**config.mk**
```make
export PLATFORM = sky130hd
export DESIGN_NAME = ps2_led_cmd_ctrl
export DESIGN_NICKNAME = d
export VERILOG_FILES = /design/src/rtl/ps2_pkg.sv /design/src/rtl/ps2_ack_timer.sv /design/src/rtl/ps2_led_cmd_ctrl.sv
export SDC_FILE = /design/constraint.sdc
export NUM_CORES = 1
export LEC_CHECK = 0
export BUFFER_PORTS_ARGS = -buffer_cell sky130_fd_sc_hd__buf_2
export CAP_MARGIN = 40
export CORE_MARGIN = 1.5
export CORE_UTILIZATION = 45
export DETAILED_ROUTE_END_ITERATION = 12
export PLACE_DENSITY = 0.66
export SETUP_SLACK_MARGIN = 0.1
export SLEW_MARGIN = 10
export SYNTH_ARGS = -nofsm -noshare
export SYNTH_HDL_FRONTEND = slang
export SYNTH_HIERARCHICAL = 1
export SYNTH_SLANG_ARGS = --single-unit
```
**constraint.sdc**
```tcl
create_clock -name CLK -period 6.8 [get_ports CLK]
set_input_delay 1.7 -clock CLK [delete_from_list [all_inputs] [get_ports CLK]]
set_output_delay 1.7 -clock CLK [all_outputs]
set_load 0.02 [all_outputs]
```
**src/rtl/ps2_pkg.sv**
```systemverilog
// Shared constants, LED bit positions and FSM encoding for the PS/2 LED command sequencer.
package ps2_pkg;

  localparam logic [7:0] PS2_CMD_SET_LED = 8'hED;
  localparam logic [7:0] PS2_ACK         = 8'hFA;
  localparam logic [7:0] PS2_RESEND      = 8'hFE;

  localparam int unsigned LED_SCROLL = 0;
  localparam int unsigned LED_NUM    = 1;
  localparam int unsigned LED_CAPS   = 2;

  typedef enum logic [3:0] {
    StIdle      = 4'd0,
    StSendCmd   = 4'd1,
    StWaitCmdTx = 4'd2,
    StWaitAck1  = 4'd3,
    StSendArg   = 4'd4,
    StWaitArgTx = 4'd5,
    StWaitAck2  = 4'd6,
    StDone      = 4'd7,
    StErr       = 4'd8
  } ps2_state_e;

  // leds is {Caps, Num, Scroll}; place each flag at the bit the keyboard expects.
  function automatic logic [7:0] led_arg_byte(input logic [2:0] leds);
    logic [7:0] b;
    b           = 8'h00;
    b[LED_CAPS]   = leds[2];
    b[LED_NUM]    = leds[1];
    b[LED_SCROLL] = leds[0];
    return b;
  endfunction

endpackage

```
**src/rtl/ps2_ack_timer.sv**
```systemverilog
// ACK-wait timeout counter: clr_i reloads zero, en_i counts, expired_o flags the last counted cycle.
module ps2_ack_timer #(
  parameter int unsigned TIMEOUT_CYC = 2000000
) (
  input  logic clk_i,
  input  logic rst_i,
  input  logic clr_i,
  input  logic en_i,
  output logic expired_o
);

  localparam int unsigned CntW = $clog2(TIMEOUT_CYC + 1);
  localparam logic [CntW-1:0] LastCnt = CntW'(TIMEOUT_CYC - 1);

  logic [CntW-1:0] cnt_q, cnt_d;

  always_comb begin
    cnt_d = cnt_q;
    if (clr_i) begin
      cnt_d = '0;
    end else if (en_i) begin
      cnt_d = cnt_q + CntW'(1);
    end
  end

  always_ff @(posedge clk_i) begin
    if (rst_i) begin
      cnt_q <= '0;
    end else begin
      cnt_q <= cnt_d;
    end
  end

  // Asserted on the edge where the count reaches TIMEOUT_CYC.
  assign expired_o = en_i && (cnt_q == LastCnt);

endmodule

```
**src/rtl/ps2_led_cmd_ctrl.sv**
```systemverilog
// Set-LEDs (0xED + argument) command sequencer between keypad logic and PS/2 TX/RX.
// Define PS2_LED_RETRY_EN to resend a byte on 0xFE/timeout up to MAX_RETRY times.
module ps2_led_cmd_ctrl
  import ps2_pkg::*;
#(
  parameter int unsigned TIMEOUT_CYC = 2000000,
  parameter int unsigned MAX_RETRY   = 3
) (
  input  logic       CLK,
  input  logic       reset,
  input  logic       iLED_req,
  input  logic [2:0] iLED,
  output logic [2:0] oLED,
  output logic       oBusy,
  output logic       oDone,
  output logic       oErr,
  output logic [7:0] tx_data,
  output logic       tx_req,
  input  logic       tx_busy,
  input  logic       tx_done,
  input  logic [7:0] rx_data,
  input  logic       rx_valid
);

  ps2_state_e state_q, state_d;
  logic [2:0] cur_q, cur_d;
  logic [2:0] pend_val_q, pend_val_d;
  logic       pending_q, pending_d;
  logic [2:0] led_q, led_d;
  logic       busy_q, busy_d;
  logic       tx_req_q, tx_req_d;
  logic [7:0] tx_data_q, tx_data_d;

  logic timer_clr, timer_en, timer_expired;
  logic wait_ack, ack_evt, nack_evt, retry_ok;

  ps2_ack_timer #(
    .TIMEOUT_CYC(TIMEOUT_CYC)
  ) u_ack_timer (
    .clk_i    (CLK),
    .rst_i    (reset),
    .clr_i    (timer_clr),
    .en_i     (timer_en),
    .expired_o(timer_expired)
  );

  assign wait_ack = (state_q == StWaitAck1) || (state_q == StWaitAck2);
  assign ack_evt  = wait_ack && rx_valid && (rx_data == PS2_ACK);
  // Stray scancodes fall through both terms and leave the timer running.
  assign nack_evt = wait_ack && !ack_evt &&
                    ((rx_valid && (rx_data == PS2_RESEND)) || timer_expired);

`ifdef PS2_LED_RETRY_EN
  localparam int unsigned RetryW = $clog2(MAX_RETRY + 1);
  logic [RetryW-1:0] retry_q, retry_d;

  assign retry_ok = (retry_q < RetryW'(MAX_RETRY));

  always_comb begin
    retry_d = retry_q;
    if (ack_evt || (state_q == StIdle) || (state_q == StDone) || (state_q == StErr)) begin
      retry_d = '0;
    end else if (nack_evt && retry_ok) begin
      retry_d = retry_q + RetryW'(1);
    end
  end

  always_ff @(posedge CLK) begin
    if (reset) begin
      retry_q <= '0;
    end else begin
      retry_q <= retry_d;
    end
  end
`else
  assign retry_ok = 1'b0;
`endif

  always_comb begin
    state_d    = state_q;
    cur_d      = cur_q;
    pend_val_d = pend_val_q;
    pending_d  = pending_q;
    led_d      = led_q;
    busy_d     = busy_q;
    tx_req_d   = 1'b0;
    tx_data_d  = tx_data_q;
    timer_clr  = 1'b0;
    timer_en   = 1'b0;

    // Last request while busy wins; DONE/ERR below consume it on exit.
    if (iLED_req && busy_q) begin
      pend_val_d = iLED;
      pending_d  = 1'b1;
    end

    unique case (state_q)
      StIdle: begin
        if (iLED_req) begin
          cur_d   = iLED;
          busy_d  = 1'b1;
          state_d = StSendCmd;
        end
      end
      StSendCmd: begin
        if (!tx_busy) begin
          tx_req_d  = 1'b1;
          tx_data_d = PS2_CMD_SET_LED;
          state_d   = StWaitCmdTx;
        end
      end
      StSendArg: begin
        if (!tx_busy) begin
          tx_req_d  = 1'b1;
          tx_data_d = led_arg_byte(cur_q);
          state_d   = StWaitArgTx;
        end
      end
      StWaitCmdTx, StWaitArgTx: begin
        if (tx_done) begin
          timer_clr = 1'b1;
          state_d   = (state_q == StWaitCmdTx) ? StWaitAck1 : StWaitAck2;
        end
      end
      StWaitAck1, StWaitAck2: begin
        timer_en = 1'b1;
        if (ack_evt) begin
          if (state_q == StWaitAck1) begin
            state_d = StSendArg;
          end else begin
            led_d   = cur_q;
            state_d = StDone;
          end
        end else if (nack_evt) begin
          if (!retry_ok) begin
            state_d = StErr;
          end else begin
            state_d = (state_q == StWaitAck1) ? StSendCmd : StSendArg;
          end
        end
      end
      StDone, StErr: begin
        if (iLED_req || pending_q) begin
          cur_d     = iLED_req ? iLED : pend_val_q;
          pending_d = 1'b0;
          state_d   = StSendCmd;
        end else begin
          busy_d  = 1'b0;
          state_d = StIdle;
        end
      end
      default: begin
        busy_d  = 1'b0;
        state_d = StIdle;
      end
    endcase
  end

  always_ff @(posedge CLK) begin
    if (reset) begin
      state_q    <= StIdle;
      cur_q      <= 3'b000;
      pend_val_q <= 3'b000;
      pending_q  <= 1'b0;
      led_q      <= 3'b000;
      busy_q     <= 1'b0;
      tx_req_q   <= 1'b0;
      tx_data_q  <= 8'h00;
    end else begin
      state_q    <= state_d;
      cur_q      <= cur_d;
      pend_val_q <= pend_val_d;
      pending_q  <= pending_d;
      led_q      <= led_d;
      busy_q     <= busy_d;
      tx_req_q   <= tx_req_d;
      tx_data_q  <= tx_data_d;
    end
  end

  assign oLED    = led_q;
  assign oBusy   = busy_q;
  assign oDone   = (state_q == StDone);
  assign oErr    = (state_q == StErr);
  assign tx_req  = tx_req_q;
  assign tx_data = tx_data_q;

endmodule
```
After elaboration in Yosys (flattened, before gate mapping)
Cells that the tools add are included.
{"block": "op_classes", "add_sub_neg": 1, "eq_ne": 18, "n_mux": 27, "n_bitwise": 3, "n_reduce_logical": 26}
{"op": "4-bit two-way mux", "n": 6}
{"op": "4-bit case mux with 6 select lines", "n": 1}
{"op": "21-bit by 1-bit adder with 21-bit output (second input constant)", "n": 1}
{"op": "21-bit == test (second input constant)", "n": 1}
{"op": "4-bit by 3-bit == test with 1-bit output (second input constant)", "n": 4}
{"op": "8-bit == test (second input constant)", "n": 2}
{"op": "8-bit two-way mux", "n": 2}
{"op": "8-bit case mux with 2 select lines", "n": 1}
{"op": "3-bit two-way mux", "n": 4}
{"op": "2-bit != test (second input constant)", "n": 6}
{"op": "3-bit AND reduction", "n": 4}
{"op": "2-bit OR reduction", "n": 6}
{"op": "1-bit two-way mux", "n": 10}
{"op": "4-bit by 2-bit == test with 1-bit output (second input constant)", "n": 2}
{"op": "1-bit logical AND", "n": 7}
{"op": "3-bit case mux with 2 select lines", "n": 1}
{"op": "6-bit OR reduction", "n": 1}
{"op": "5-bit AND reduction", "n": 1}
{"op": "4-bit by 1-bit == test with 1-bit output (second input constant)", "n": 1}
{"op": "4-bit == test (second input constant)", "n": 1}
{"op": "4-bit logical NOT", "n": 1}
{"op": "2-bit nonzero test", "n": 2}
{"op": "1-bit logical OR", "n": 3}
{"op": "3-bit != test (second input constant)", "n": 1}
{"op": "4 further kinds", "n": 6}
{"block": "word_totals", "reg_bits": 45, "in_bits": 17, "out_inout_bits": 15, "word_cells": 84}

Logic depth before layout (Yosys ltp)
{"block": "logic_depth", "word_depth": 10, "mapped_depth": 11, "mapped_depth_nobuf": 9}

Modules after synthesis
The synthesis kept the hierarchy.
{"module": "ps2_led_cmd_ctrl", "instances": 1, "cells_per_inst": 128, "area_per_inst_um2": 1032.2, "seq_area_each_um2": 400.4}
{"module": "ps2_ack_timer", "instances": 1, "cells_per_inst": 118, "area_per_inst_um2": 1024.7, "seq_area_each_um2": 420.4}

Worst setup path after synthesis
No wires, ideal clock.
{"block": "synth_path", "path_kind": "input-to-reg", "startpoint": "in tx_busy", "endpoint": "reg tx_data_q[0], in the netlist tx_data[0]", "setup_ps": 119, "arrival_ps": 2826, "required_time_ps": 6681, "path_slack_ps": 3855, "path_stages": 3, "path_buffers": 0, "path_cell_list": "or4_4 > or4_1 > o221a_1"}
{"block": "synth_via", "elab_chain_len": 2, "elab_cells_between_ends": 3, "cone_classes": "eq/ne: 2; reduce/logical: 1"}
{"element": "from (decl)", "line": "ps2_led_cmd_ctrl.sv:19", "rtl": "input logic tx_busy,"}
{"element": "2-bit != test (no source line)"}
{"element": "3-bit AND reduction (no source line) (*)"}
{"element": "to (signal assigned)", "line": "ps2_led_cmd_ctrl.sv:177", "rtl": "tx_data_q <= tx_data_d;"}
{"element": "to (decl)", "line": "ps2_led_cmd_ctrl.sv:32", "rtl": "logic [7:0] tx_data_q, tx_data_d;"}
Mark *: on every way between the ends. The rest lies on a longest branch, timed or not.
A chain may end at the register's enable or synchronous reset.

Worst setup path in the final report
{"block": "layout_path", "startpoint": "reg state_q[2]", "endpoint": "out oDone"}
{"block": "layout_via", "elab_chain_len": 1}
{"element": "from (decl)", "line": "ps2_led_cmd_ctrl.sv:25", "rtl": "ps2_state_e state_q, state_d;"}
{"element": "from (signal assigned)", "line": "ps2_led_cmd_ctrl.sv:161", "rtl": "state_q <= StIdle;"}
{"element": "from (signal assigned)", "line": "ps2_led_cmd_ctrl.sv:170", "rtl": "state_q <= state_d;"}
{"element": "4-bit by 3-bit == test with 1-bit output", "line": "ps2_led_cmd_ctrl.sv:183", "rtl": "assign oDone = (state_q == StDone);"}
{"element": "to (decl)", "line": "ps2_led_cmd_ctrl.sv:15", "rtl": "output logic oDone,"}
Every way passes these cells.

==> results.md <==
* Largest net degree at the start of global routing at 22
* Final Hold Violating Endpoints at 0
* Total grt overflow at 0
* Synth Flop Type: dfxtp_1
* Clock skew at 0.00528 ns
* CTS buffer count at 5
* Worst path arrival time at 1.60 ns
* Syn Nets at between 200 and 300
* CP required at 5.10 ns
* Via count at 1789
* Design Area, Final at 0.00226 mm²
* Hold Path Class: reg -> reg
* Final WL at 4180 µm
* Crit-path cells: nand2b_1, nor2_1, buf_2
* Via density at between 5 and 6
* Fill cells at 435
* CTS resizes at 0
* Synthesis warning total at 6
* RSZ-0062 raised after global routing: false
* Max cap viols at 0
* Vias in the first global route at 1611
* Tightest Pin Transition at approximately 0.62 ns
* CTS root buf: clkbuf_8
* Mapped cell area at 0.00206 mm²
* Post-CTS Setup Inserts at 0
* Starting Density at 46.9%
* Worst r2r path cells at 9
* Layout area overhead at 10.0%
* Gpl congestion at 0.738
* Share of layout cells above drive strength 1 at between 15 and 20%
* Worst-path maximum fanout at 11
* Slew HR at 58.0%
* Initial antenna violation count at 0
* Yosys reg bits at 41
* Startpoint Class: flop
* Largest stage delay on the critical path at 0.54 ns
* Total iterations of the first detailed-routing run at 4
* Fmax at 303 MHz
* Post-CTS Hold Buffers at 0
* Fin Setup TNS at 0 ns
* Die Width at roughly 70 µm
* Fin crit share at 48.5%
* Core area at about 0.0044 mm²
* CTS tree: done
* Reg clk slew, reported paths at 0.07 ns
* P per Cell Area at between 200 and 300 mW/mm²
* Hold WS at around 0.47 ns
* Clk sinks at approximately 40
* Clock Path Buffers at 2
* Asr flop ratio synth at 0%
* Drt drc at 0
* Critical R2R Launch: state_q[0]$_SDFFE_PP0P_
* Initial DRC count at 152
* Row cnt at 24
* Crit. Startpoint: state_q[2]$_SDFFE_PP0P_
* Peak VDD IR at ~0.11 mV
* Placed Area at 0.00218 mm²
* Minimum clock period at 3.30 ns
* CP max stage cell: dfxtp_1
* IO Port Bufs at 30
* Leak pwr at 0.833 nW
* Reg2Reg Setup Slack at around 4.0 ns
* Io pins at 32
* Post-route ant nets at 0
* DIE AREA at 0.00499 mm²
* Final setup fails at 0
* Crit Path Category: reg -> out
* Max-slew violation count at 0
* FF-to-FF End: state_q[2]$_SDFFE_PP0P_
* Syn Inst Count at 246
* Status: complete, no violations
* CTS H-Tree Depth at 2
* Die H at 70.6 µm
* N_diodes at 0
* Commonest non-fill, non-tap cell in the layout: dfxtp_1
* Tot GR Track Use at between 10% and 20%
* Post-DP HPWL at 2990 µm
* CP Capture Point: oDone
* Number of flops mapped to enable cells by yosys at 0
* Clk_lat worst skew at 0.28 ns
* First-pass GRT wire length at 7170 µm
* Mapped Avg Cell Area at 8.36 µm²
* Wire per inst at 13.1 µm
* Critical Path End Type: output pin
* Commonest cells after routing, fill and taps aside: dfxtp_1, buf_2, nor2_1
* Post-synthesis sequential area ratio at 39.9%
* # nets final at around 280
* Yosys cell types at 50
==> where the power goes <==
group	internal [mW]	switching [mW]
sequential	0.268	0.0455
clock	0.0805	0.0756
combinational	0.0812	0.117
total	0.430	0.238
==> state kept, by name (all words and copies together) (netlist names) <==
signal and cells:
tx_data 4, state_q 4, oLED 3, tx_req 1, pend_val_q 3, oBusy 1, pending_q 1, cur_q 3
u_ack_timer/cnt_q 21
==> logic make-up after synthesis <==
logic type | Yosys count | share of synthesized area (%)
compound gates | 56 | 16.4
mux | 5 | 2.43
other cells | 1 | 0.182
simple gates | 108 | 30.4
flops | 41 | 39.9
xor+xnor | 10 | 4.26
buf+inv | 24 | 5.90
fa+ha+maj | 1 | 0.608
==> cell usage after synthesis, types with 4 or more instances <==
cell type   n  area, µm²
nor3_1      6       30.0
dfxtp_1    41        821
inv_1       7       26.3
o21ai_0    14       70.1
nor4_1      4       25.0
nor2_1     27        101
mux2i_1     5       50.1
buf_4       6       45.0
nand3_1    10       50.1
or3_1      10       62.6
clkbuf_1    9       33.8
a21oi_1    21        105
nand4_1     8       50.1
nand2_1    14       52.6
a31oi_1     4       25.0
xor2_1      7       61.3
==> per-stage QoR <==
stage | util, % | setup WS (ns) | power, mW | instances
final | 51.6 | 3.50 | 0.667 | 318
after global routing | 51.6 | 3.36 | 0.714 | 318
after CTS | 51.6 | 3.49 | 0.672 | 318
after detailed placement | 49.7 | 3.70 | 0.514 | 311
after global placement | 49.7 | 3.71 | 0.512 | 311
after floorplan | - | 3.86 | 0.476 | 246
==> routing by layer <==
metal	vias up	GRT usage [%]	routed length (µm)
li1	932	-	-
met1	814	25.1	2210
met2	38	26.2	1730
met3	5	4.42	192
met4	0	6.50	50
met5	-	0	0
==> worst max-delay path, delay by kind of cell (launching register included) <==
family	cells	cell delay, ns
and+or+nand+nor	2	0.56
DFF	1	0.54
buffers and inverters	1	0.22
==> how the worst min path moves through the flow <==
stage | slack, ns | startpoint | cells after the start | endpoint
after CTS | 0.47 | pend_val_q[2]$_SDFFE_PP0P_ | 2 | pend_val_q[2]$_SDFFE_PP0P_
after detailed placement | 0.45 | pend_val_q[2]$_SDFFE_PP0P_ | 2 | pend_val_q[2]$_SDFFE_PP0P_
after global placement | 0.45 | pend_val_q[2]$_SDFFE_PP0P_ | 2 | pend_val_q[2]$_SDFFE_PP0P_
after global routing | 0.50 | pend_val_q[1]$_SDFFE_PP0P_ | 2 | pend_val_q[1]$_SDFFE_PP0P_
final | 0.47 | pend_val_q[1]$_SDFFE_PP0P_ | 2 | pend_val_q[1]$_SDFFE_PP0P_
after floorplan | 0.44 | pend_val_q[0]$_SDFFE_PP0P_ | 2 | pend_val_q[0]$_SDFFE_PP0P_
==> layout make-up <==
| class | instances | area, µm² | share of cell area [%] |
|---|---|---|---|
| Clock buffer | 7 | 86.3 | 3.81 |
| Sequential cell | 41 | 821 | 36.3 |
| Multi-Input combinational cell | 181 | 1110 | 49.3 |
| Tap cell | 52 | 65.1 | 2.87 |
| Inverter | 7 | 26.3 | 1.16 |
| Timing Repair Buffer | 30 | 150 | 6.63 |
Note: power is estimated with default switching activity, not from simulation.
